`src/rtl/sc_entryfrogger_pkg.sv`:
```
// Shared state and load-code encodings for the frogger entry-row control FSM.
// Optional COOLDOWN behaviour is selected by ENTRYFROGGER_COOLDOWN_EN in sc_entryfrogger_ctrl.
package sc_entryfrogger_pkg;

    typedef enum logic [2:0] {
        ST_IDLE       = 3'd0,
        ST_SHOW_RIGHT = 3'd1,
        ST_SHOW_LEFT  = 3'd2,
        ST_COOLDOWN   = 3'd3,
        ST_CLEAR      = 3'd4
    } state_t;

    localparam logic [1:0] CODE_NONE  = 2'b00;
    localparam logic [1:0] CODE_RIGHT = 2'b01;
    localparam logic [1:0] CODE_LEFT  = 2'b10;
    localparam logic [1:0] CODE_CLEAR = 2'b11;

    function automatic logic [1:0] code_of(input state_t s);
        logic [1:0] code;
        code = CODE_NONE;
        case (s)
            ST_SHOW_RIGHT: code = CODE_RIGHT;
            ST_SHOW_LEFT:  code = CODE_LEFT;
            ST_CLEAR:      code = CODE_CLEAR;
            default:       code = CODE_NONE;
        endcase
        return code;
    endfunction

endpackage

```
`src/rtl/sc_entryfrogger_edgedet.sv`:
```
// Falling-edge detector for an active-low debounced button; the history flop
// resets to the released level so a button held through reset does fire once.
module sc_entryfrogger_edgedet (
    input  logic clk,
    input  logic rst,
    input  logic btn,
    output logic press
);

    logic prev;

    always_ff @(posedge clk or posedge rst) begin
        if (rst) begin
            prev <= 1'b1;
        end else begin
            prev <= btn;
        end
    end

    assign press = prev & ~btn;

endmodule

```
`src/rtl/sc_entryfrogger_ctrl.sv`:
```
// Entry-row load-code FSM: turns left/right presses and clear into timed codes.
// Define ENTRYFROGGER_COOLDOWN_EN to insert a forced-NONE COOLDOWN after each hold.
//
// Handshake: there is none; press inputs are level samples, and every output
// (code, move pulses, busy) is a registered function of the next state.
module sc_entryfrogger_ctrl
    import sc_entryfrogger_pkg::*;
#(
    parameter int HOLD_CYCLES     = 25_000_000,
    parameter int COOLDOWN_CYCLES = 12_500_000,
    parameter int CNT_WIDTH       = 25
) (
    input  logic       SC_ENTRYFROGGER_CLOCK_50,
    input  logic       SC_ENTRYFROGGER_RESET_InHigh,
    input  logic       SC_ENTRYFROGGER_left_InLow,
    input  logic       SC_ENTRYFROGGER_right_InLow,
    input  logic       SC_ENTRYFROGGER_clear_InHigh,
    output logic [1:0] SC_ENTRYFROGGER_loadEntry_OutBUS,
    output logic       SC_ENTRYFROGGER_moveLeft_OutHigh,
    output logic       SC_ENTRYFROGGER_moveRight_OutHigh,
    output logic       SC_ENTRYFROGGER_busy_OutHigh,
    output logic [2:0] dbg_state
);

    localparam logic [CNT_WIDTH-1:0] HOLD_LOAD = CNT_WIDTH'(HOLD_CYCLES - 1);
`ifdef ENTRYFROGGER_COOLDOWN_EN
    localparam logic [CNT_WIDTH-1:0] COOL_LOAD = CNT_WIDTH'(COOLDOWN_CYCLES - 1);
`endif

    logic                 clk;
    logic                 rst;
    logic                 press_l;
    logic                 press_r;
    state_t               state;
    state_t               next_state;
    logic [CNT_WIDTH-1:0] cnt;
    logic [CNT_WIDTH-1:0] next_cnt;
    logic                 next_ml;
    logic                 next_mr;
    logic                 start_ok;

    assign clk = SC_ENTRYFROGGER_CLOCK_50;
    assign rst = SC_ENTRYFROGGER_RESET_InHigh;

    sc_entryfrogger_edgedet u_edge_left (
        .clk   (clk),
        .rst   (rst),
        .btn   (SC_ENTRYFROGGER_left_InLow),
        .press (press_l)
    );

    sc_entryfrogger_edgedet u_edge_right (
        .clk   (clk),
        .rst   (rst),
        .btn   (SC_ENTRYFROGGER_right_InLow),
        .press (press_r)
    );

    always_ff @(posedge clk or posedge rst) begin
        if (rst) begin
            state                             <= ST_IDLE;
            cnt                               <= '0;
            SC_ENTRYFROGGER_loadEntry_OutBUS  <= CODE_NONE;
            SC_ENTRYFROGGER_moveLeft_OutHigh  <= 1'b0;
            SC_ENTRYFROGGER_moveRight_OutHigh <= 1'b0;
            SC_ENTRYFROGGER_busy_OutHigh      <= 1'b0;
        end else begin
            state                             <= next_state;
            cnt                               <= next_cnt;
            SC_ENTRYFROGGER_loadEntry_OutBUS  <= code_of(next_state);
            SC_ENTRYFROGGER_moveLeft_OutHigh  <= next_ml;
            SC_ENTRYFROGGER_moveRight_OutHigh <= next_mr;
            SC_ENTRYFROGGER_busy_OutHigh      <= (next_state != ST_IDLE);
        end
    end

    // The last cycle of a hold/cooldown behaves like IDLE so a press landing
    // exactly when the sequence ends is accepted without a dead cycle.
    always_comb begin
        next_state = state;
        next_cnt   = cnt;
        next_ml    = 1'b0;
        next_mr    = 1'b0;
        start_ok   = 1'b0;
        if (SC_ENTRYFROGGER_clear_InHigh) begin
            next_state = ST_CLEAR;
            next_cnt   = '0;
        end else begin
            case (state)
                ST_IDLE: begin
                    start_ok = 1'b1;
                end
                ST_SHOW_RIGHT, ST_SHOW_LEFT: begin
                    if (cnt == '0) begin
`ifdef ENTRYFROGGER_COOLDOWN_EN
                        next_state = ST_COOLDOWN;
                        next_cnt   = COOL_LOAD;
`else
                        next_state = ST_IDLE;
                        start_ok   = 1'b1;
`endif
                    end else begin
                        next_cnt = cnt - 1'b1;
                    end
                end
                ST_COOLDOWN: begin
                    if (cnt == '0) begin
                        next_state = ST_IDLE;
                        start_ok   = 1'b1;
                    end else begin
                        next_cnt = cnt - 1'b1;
                    end
                end
                ST_CLEAR: begin
                    next_state = ST_IDLE;
                    next_cnt   = '0;
                end
                default: begin
                    next_state = ST_IDLE;
                    next_cnt   = '0;
                end
            endcase

            if (start_ok && press_r && !press_l) begin
                next_state = ST_SHOW_RIGHT;
                next_cnt   = HOLD_LOAD;
                next_mr    = 1'b1;
            end else if (start_ok && press_l && !press_r) begin
                next_state = ST_SHOW_LEFT;
                next_cnt   = HOLD_LOAD;
                next_ml    = 1'b1;
            end
        end
    end

    assign dbg_state = state;

endmodule

```
`config.mk`:
```
export PLATFORM = sky130hd
export DESIGN_NAME = sc_entryfrogger_ctrl
export DESIGN_NICKNAME = d
export VERILOG_FILES = /design/src/rtl/sc_entryfrogger_pkg.sv /design/src/rtl/sc_entryfrogger_edgedet.sv /design/src/rtl/sc_entryfrogger_ctrl.sv
export SDC_FILE = /design/constraint.sdc
export NUM_CORES = 1
export LEC_CHECK = 0
export CAP_MARGIN = 20
export CORE_ASPECT_RATIO = 1.1
export CORE_MARGIN = 5
export CORE_UTILIZATION = 47
export DETAILED_ROUTE_END_ITERATION = 16
export PLACE_DENSITY = 0.66
export SETUP_SLACK_MARGIN = 0.3
export SYNTH_ARGS = -nofsm -noshare
export SYNTH_HDL_FRONTEND = slang
export SYNTH_SLANG_ARGS = --single-unit
```
`constraint.sdc`:
```
create_clock -name SC_ENTRYFROGGER_CLOCK_50 -period 7 [get_ports SC_ENTRYFROGGER_CLOCK_50]
set_input_delay 0.7 -clock SC_ENTRYFROGGER_CLOCK_50 [delete_from_list [all_inputs] [get_ports SC_ENTRYFROGGER_CLOCK_50]]
set_output_delay 0.7 -clock SC_ENTRYFROGGER_CLOCK_50 [all_outputs]
set_load 0.02 [all_outputs]
```
Word level (Yosys, flattened, before mapping)
Cells that the tools add are included.
- reductions and logical operators: 11
- muxes and demuxes: 19
- eq/ne operators: 8
- bitwise logic cells: 4
- add/sub/neg operators: 1
- operator list (kind ; count):
    two-way mux 25 bit ; 4
    one-hot mux 25 bit (2 select lines) ; 1
    zero test 25 bit ; 1
    subtractor 25 x 1 -> 25 bit (second input constant) ; 1
    two-way mux 3 bit ; 4
    == test 3 x 2 -> 1 bit (second input constant) ; 3
    two-way mux 1 bit ; 7
    == test 3 x 1 -> 1 bit (second input constant) ; 2
    one-hot mux 2 bit (3 select lines) ; 1
    one-hot mux 3 bit (2 select lines) ; 1
    inequality test 5 x 3 -> 1 bit (second input constant) ; 1
    logical AND 1 bit ; 4
    inequality test 4 bit (second input constant) ; 1
    == test 3 bit (second input constant) ; 1
    zero test 3 bit ; 1
    nonzero test 3 bit ; 1
    OR reduction 3 bit ; 1
    AND 1 bit ; 2
    zero test 1 bit ; 2
    inverter 1 bit ; 2
    one-hot mux 1 bit (2 select lines) ; 1
    AND reduction 2 bit ; 1
- register bits: 35
- input bits: 5

Logic depth before layout (Yosys ltp)
Gate-level depths: netlist of the first run.
- word-level depth: 11
- gate-level depth with buffers: 8
- depth with buffers taken out: 7

Modules after synthesis
From an unflattened synthesis of the first run, not the netlist that was laid out.
- cells, all modules: 212
- area total of the unflattened synthesis: 1984.4 um^2
- by module, submodules not included (module ; area each (um^2) ; cells an instance ; sequential area each (um^2) ; instances):
    sc_entryfrogger_ctrl ; 1896.8 ; 206 ; 825.8 ; 1
    sc_entryfrogger_edgedet ; 43.8 ; 3 ; 26.3 ; 2

Least setup slack after synthesis of the first run
No wires, ideal clock.
- path kind: register to register
- start: register cnt[0]
- end: register SC_ENTRYFROGGER_loadEntry_OutBUS[1]
- stages on the path, launching flop included: 8
- slack: 4759 ps
- setup time: 124 ps
- arrival time: 2117 ps
- cell sequence: dfrtp_1 > inv_1 > ha_1 > or3b_1 > or4_4 > o21ai_2 > a221oi_1 > or2_1
- word-level cells in the longest chain between the ends: 11
- elaborated cells on any way between the ends: 17
- RTL lines (what ; line ; source):
    from (decl) ; sc_entryfrogger_ctrl.sv:36 ; logic [CNT_WIDTH-1:0] cnt;
    from (signal assigned) ; sc_entryfrogger_ctrl.sv:69 ; cnt <= next_cnt;
    zero test 25 bit * ; sc_entryfrogger_ctrl.sv:94, sc_entryfrogger_ctrl.sv:107 ;
    two-way mux 1 bit ; sc_entryfrogger_ctrl.sv:94, sc_entryfrogger_ctrl.sv:107 ;
    one-hot mux 1 bit (2 select lines) ; sc_entryfrogger_ctrl.sv:89 ; case (state)
    two-way mux 1 bit ; sc_entryfrogger_ctrl.sv:85 ; if (SC_ENTRYFROGGER_clear_InHigh) begin
    logical AND 1 bit (2 in series) ; sc_entryfrogger_ctrl.sv:128 ; end else if (start_ok && press_l && !press_r) begin
    two-way mux 3 bit ; sc_entryfrogger_ctrl.sv:128 ;
    two-way mux 3 bit * ; sc_entryfrogger_ctrl.sv:124 ; if (start_ok && press_r && !press_l) begin
    two-way mux 3 bit * ; sc_entryfrogger_ctrl.sv:85 ;
    == test 3 bit (tied with other cells) ; sc_entryfrogger_pkg.sv:21 ; case (s)
    one-hot mux 2 bit (3 select lines) * ; sc_entryfrogger_pkg.sv:21 ;
    to (signal assigned) ; sc_entryfrogger_ctrl.sv:70 ; SC_ENTRYFROGGER_loadEntry_OutBUS <= code_of(next_state);
    to (decl) ; sc_entryfrogger_ctrl.sv:18 ; output logic [1:0] SC_ENTRYFROGGER_loadEntry_OutBUS,
Mark *: on every way between the ends. The rest lies on a longest branch, timed or not. The select of a mux whose other input is x is not followed.
A chain may end at the register's enable or synchronous reset.

Worst setup path after layout of the first run
- start: register cnt[0]
- end: register cnt[2]
- word-level cells in the longest chain between the ends: 9
- elaborated cells on any way between the ends: 17
- RTL lines (what):
    branches (longest 9 deep; another with subtractor 25 x 1 -> 25 bit)
Several ways; the timed one is not identified. The select of a mux whose other input is x is not followed.

==> key figures, run 1 <==
Cells and area
  – Most frequent cells in the layout: dfrtp_1, a21oi_1, nand3_1
  – Proportion of layout cells with a drive suffix above 1: 0.0944
  – Fin cells: 287
  – Most common cell after layout, fill and taps aside: dfrtp_1
  – Ant. Diodes: 0
  – Area Overhead vs Synth: 12.8%
  – Design area: 2260 um2
  – Layout net count: 238

Timing
  – Min Tclk post-route: 2920 ps
  – Final Hold Fails: 0
  – RSZ-0062 raised after global routing: no
  – Peak Freq: 343 MHz
  – Tightest Pin Transition: 1100 ps
  – TNS Setup: 0 ps
  – Post-Route Skew: 11.3 ps
  – Relative slew slack: 0.262
  – Final slew viol count: 0
  – Setup Viol. Count Final: 0
  – Fin crit share: 0.417
  – Final WS setup: 4080 ps

Place
  – Gpl congestion: 0.914
  – DP Area: 2170 um2
  – Pre-CTS setup slack: 3960 ps
  – Placed cells: 279
  – Detail Placement HPWL: 3590 um
  – Port bufs: 12

Synthesis
  – Synth top area share: 0.411
  – Leading area contributor after synthesis: dfrtp_1
  – Number of synthesized flops with an enable pin: 0
  – Post-synth net total: 225
  – FF+latch count, synth: 35
  – Ranking of synthesized cells by area: dfrtp_1, a21oi_1, nand3_1, nor3_1, nor2_1
  – Register area share after synthesis: 0.437
  – Yosys warnings: 0
  – Mean Syn Cell Area: 9.17 um2
  – Post-Syn Area: 2010 um2
  – Post-Synthesis Cells: 219
  – Synth cell types: 54
  – Dominant register cell in the synthesized netlist: dfrtp_1
  – Async S/R FF share, synth: 1.00

GRT
  – Initial antenna violation count: 0
  – Global-route wire length before repair: 8800 um
  – GR Util All Layers: 0.199
  – Overflow after GRT: 0
  – Largest net degree at the start of global routing: 36
  – Vias in the first global route: 1781

Floorplan
  – Top-Level Pins: 13
  – DIE HEIGHT: 78.6 um
  – Cell Rows: 25
  – Core region area: 4220 um2
  – Die width: 72.3 um
  – Die Area: 5680 um2
  – Initial Utilization: 0.476

Drt
  – ANT nets after route: 0
  – Wire length per cell: 18.0 um
  – DRT Pass-1 Iters: 4
  – Post-Route WL: 5180 um
  – Vias per inst: 6.40
  – # DRC: 0
  – DR iter-0 viols: 226
  – Via count: 1837

Worst setup path
  – Worst Setup Start Kind: flip-flop
  – Critical Path AT: 3110 ps
  – Critical path class: reg2reg
  – Critical Path Fanout Max: 15
  – CP endpoint kind: flip-flop
  – Req. time, crit path: 7190 ps

Power
  – Peak supply drop: 0.000159 V
  – Leakage: 0.915 nW
  – Total power: 609 uW
  – Power Dens Cells: 269 nW/um2

CTS
  – CTS Hold Buffers Added: 0
  – Skew-Pair Late Insertion Delay: 290 ps
  – Clock Pin Slew Worst Setup and Hold Paths: 80 ps
  – CTS Buffer Depth: 2
  – H-tree levels: 2
  – CTS tree: built
  – Num CTS Buffers: 5
  – Clock Sinks: 35
  – CTS Root Cell: clkbuf_8
  – Post-CTS Setup Bufs: 0
  – Number of cells upsized or downsized after cts: 0

Flow run
  – # Max-Cap Violations: 0

Outcome
  – Status: completed

Hold path
  – Worst hold path class: reg2reg
-- final timing paths --
path,cells past startpoint,end,start,slack (ps)
max,7,cnt[2],cnt[0],4080
min,1,cnt[21],cnt[21],520
max reg2reg,7,cnt[2],cnt[0],4080
min reg2reg,1,cnt[21],cnt[21],520
max in group asynchronous,3,u_edge_left.prev,SC_ENTRYFROGGER_RESET_InHigh,5850
min in group asynchronous,3,cnt[17],SC_ENTRYFROGGER_RESET_InHigh,810
-- state kept, by name, indices dropped and copies added, names as in the netlist --
register / flops
u_edge_right.prev: 1
cnt: 25
SC_ENTRYFROGGER_busy_OutHigh: 1
u_edge_left.prev: 1
SC_ENTRYFROGGER_loadEntry_OutBUS: 2
SC_ENTRYFROGGER_moveRight_OutHigh: 1
SC_ENTRYFROGGER_moveLeft_OutHigh: 1
dbg_state: 3
-- critical path, cell delays in order, from the launching register on --
cell and delay [ps]:
dfrtp_1 410, inv_1 100, ha_1 210, or3b_1 500, nor2_1 410, a32o_1 630, nand2_1 370, o311ai_0 170
-- Yosys cell counts (all sizes together) (2+ instances only) --
master	number
clkbuf	5
or4	9
a21oi	17
and3	2
or3	5
nand2	12
a211o	2
o211ai	3
nand2b	3
a221oi	2
a22oi	2
a211oi	2
a31oi	4
nor4	10
o21ai	15
o22ai	2
inv	7
mux2i	2
dfstp	2
nand4	2
nand3	17
nor3	14
o311ai	6
buf	3
or2	5
dfrtp	33
nor2	16
-- final cells by class --
type	instances	area [um2]
Clock inverter	1	5.00
Clock buffer	7	86.3
Multi-Input combinational cell	169	1070
Inverter	7	26.3
Sequential cell	35	878
Fill cell	389	1960
Tap cell	54	67.6
Timing Repair Buffer	14	135
-- through the flow --
| step | hold WS [ps] | utilization |
|---|---|---|
| after global placement | 500 | 0.515 |
| after global routing | 570 | 0.536 |
| after detailed placement | 505 | 0.515 |
| after CTS | 523 | 0.536 |
| final | 518 | 0.536 |
| after floorplan | 466 | - |
-- kinds of logic (layout without fill, tap and decap cells) --
kind of cell	count (synthesis)	in the layout	synth area share
AO/OA/AOI/OAI	65	65	0.221
adder cells (fa/ha/maj)	1	1	0.00623
AND/OR/NAND/NOR	100	100	0.289
multiplexers	2	2	0.00997
XOR/XNOR	1	1	0.00436
buffers and inverters	15	29	0.0318
flip-flops	35	35	0.437
-- layer usage --
layer  vias up  GRT usage  wire length (um)
met4         0     0.0902                95
li1        875          -                 -
met1       886      0.275              2300
met5         -          0                 0
met3        11     0.0487               312
met2        65      0.291              2460
-- where the power goes --
group / switching (mW) / leakage, nW / internal [mW] / total (mW)
registers: 0.0221 / 0.462 / 0.219 / 0.241
clock network: 0.0743 / 0.0482 / 0.0794 / 0.154
logic: 0.143 / 0.404 / 0.0713 / 0.214
Power figures use the tool's default switching activity.
==> run 2: changes to the inputs <==
==> constraint.sdc (replaced) <==
create_clock -name SC_ENTRYFROGGER_CLOCK_50 -period 2.87 [get_ports SC_ENTRYFROGGER_CLOCK_50]
set_input_delay 0.287 -clock SC_ENTRYFROGGER_CLOCK_50 [delete_from_list [all_inputs] [get_ports SC_ENTRYFROGGER_CLOCK_50]]
set_output_delay 0.287 -clock SC_ENTRYFROGGER_CLOCK_50 [all_outputs]
set_load 0.02 [all_outputs]
==> run 2 against run 1 <==
  * Wire length rose by 6.3%
  * Sequential share of layout area down 1.6 points
  * Cell area rose by 4.3%
==> key figures, run 2 (synthesis results as in run 1) <==
Timing
  – Fin crit share: 0.851 (+0.434)
  – TNS Setup: 0 ps (unchanged)
  – Final slew viol count: 0 (unchanged)
  – RSZ-0062 raised after global routing: yes
  – Min Tclk post-route: 2440 ps (-477 ps)
  – Relative slew slack: 0.528 (+0.266)
  – Post-Route Skew: 9.22 ps (-2.12 ps)
  – Tightest Pin Transition: 705 ps (-398 ps)
  – Setup Viol. Count Final: 0 (unchanged)
  – Final WS setup: 429 ps (-3650 ps)
  – Final Hold Fails: 0 (unchanged)
  – Peak Freq: 410 MHz (+20%)

Drt
  – DR iter-0 viols: 142 (-37%)
  – Post-Route WL: 5500 um (+6.3%)
  – Via count: 1935 (+5.3%)
  – # DRC: 0 (unchanged)
  – Vias per inst: 6.45 (+0.77%)
  – Wire length per cell: 18.3 um (+1.7%)
  – DRT Pass-1 Iters: 5 (+1)
  – ANT nets after route: 0 (unchanged)

Place
  – Gpl congestion: 0.907 (-0.77%)
  – DP Area: 2260 um2 (+3.8%)
  – Detail Placement HPWL: 3790 um (+5.6%)
  – Pre-CTS setup slack: 197 ps (-3760 ps)
  – Port bufs: 12 (unchanged)
  – Placed cells: 290 (+3.9%)

Floorplan
  – Core region area: 4220 um2 (unchanged)
  – Die width: 72.3 um (unchanged)
  – Die Area: 5680 um2 (unchanged)
  – Top-Level Pins: 13 (unchanged)
  – Initial Utilization: 0.476 (unchanged)
  – Cell Rows: 25 (unchanged)
  – DIE HEIGHT: 78.6 um (unchanged)

CTS
  – Skew-Pair Late Insertion Delay: 290 ps (about the same)
  – CTS Root Cell: clkbuf_8
  – Clock Sinks: 35 (unchanged)
  – CTS tree: built
  – Num CTS Buffers: 5 (unchanged)
  – CTS Buffer Depth: 2 (unchanged)
  – H-tree levels: 2 (unchanged)
  – Clock Pin Slew Worst Setup and Hold Paths: 80 ps (about the same)

Power
  – Power Dens Cells: 645 nW/um2 (+140%)
  – Leakage: 0.971 nW (+6.2%)
  – Peak supply drop: 0.000409 V (+160%)
  – Total power: 1.52 mW (+150%)

Cells and area
  – Most frequent cells in the layout: dfrtp_1, nand3_1, a21oi_1
  – Area of the multi-input gates: 1080 um2 (+1.5%)
  – Most common cell after layout, fill and taps aside: dfrtp_1
  – Design area: 2360 um2 (+4.3%)
  – Register Area: 878 um2 (unchanged)
  – Ant. Diodes: 0 (unchanged)
  – Proportion of layout cells with a drive suffix above 1: 0.150 (+0.0560)
  – Top reg by flops: cnt
  – Filler instances: 391 (+0.51%)
  – Largest register FFs: 25 (unchanged)
  – Area Overhead vs Synth: 17.6%
  – Fin cells: 300 (+4.5%)
  – Layout net count: 251 (+5.5%)

Worst setup path
  – Critical Path AT: 2610 ps (-500 ps)
  – RR Startpoint: cnt[0]
  – Req. time, crit path: 3040 ps (-4150 ps)
  – Critical Path Fanout Max: 6 (-9)
  – R2R setup slack: 430 ps (-3650 ps)
  – Critical path class: reg2reg
  – Worst R2R End: cnt[9]
  – Worst Setup Start Kind: flip-flop
  – Reg2reg path depth: 7 (unchanged)
  – CP endpoint kind: flip-flop

GRT
  – Vias in the first global route: 1905 (+7.0%)
  – GR Util All Layers: 0.211 (+0.0124)
  – Overflow after GRT: 0 (unchanged)
  – Initial antenna violation count: 0 (unchanged)
  – Largest net degree at the start of global routing: 23 (-36%)
  – Global-route wire length before repair: 9380 um (+6.6%)

Hold path
  – Worst hold path class: in2async

Flow run
  – # Max-Cap Violations: 0 (unchanged)

Outcome
  – Status: completed
[run 2: per-layer routing]
metal	vias up	part of all wire	track usage
met5	-	0	0
met4	0	0.031	0.107
met3	17	0.072	0.0461
met2	97	0.46	0.330
met1	915	0.43	0.273
li1	906	-	-
[run 2: report_power, final]
part / internal (mW) / leakage [nW] / switching (mW)
Combinational: 0.213 / 0.467 / 0.369
Sequential: 0.534 / 0.462 / 0.0553
Clock: 0.170 / 0.0422 / 0.180
Total: 0.917 / 0.971 / 0.605
[run 2: what timing repair did]
action / 4_1_cts / 5_1_grt
hold buffers: 0 / 0
cloned: 0 / 1
setup buffers: 0 / 1
setup endpoints to repair: 10 / 12
gates resized for setup: 1 / 2
[run 2: worst max path at each step]
stage	start	endpoint	slack, ps	cells past startpoint
after detailed placement	cnt[0]	cnt[2]	200	7
after global routing	cnt[0]	cnt[11]	240	7
after floorplan	cnt[0]	SC_ENTRYFROGGER_loadEntry_OutBUS[1]	630	7
final	cnt[0]	cnt[9]	430	7
after CTS	cnt[0]	cnt[13]	350	7
after global placement	cnt[0]	cnt[2]	250	7
[run 2: area by class of cell]
class	count	share of cell area
Timing Repair Buffer	26	0.0954
Multi-Input combinational cell	170	0.458
Inverter	7	0.0111
Tap cell	54	0.0286
Sequential cell	35	0.372
Clock buffer	7	0.0323
Clock inverter	1	0.00212
[run 2: through the flow]
stage / hold WS (ps) / util
after floorplan: 291 / -
after global placement: 518 / 0.534
after detailed placement: 538 / 0.534
after CTS: 370 / 0.554
after global routing: 422 / 0.559
final: 345 / 0.559
[run 2: worst max-delay path, stage by stage (launching register included)]
cell	delay, ps
dfrtp_1	400
inv_1	80
ha_1	200
or3b_1	500
or4_4	610
nor4_4	320
or3_1	160
a21oi_1	60
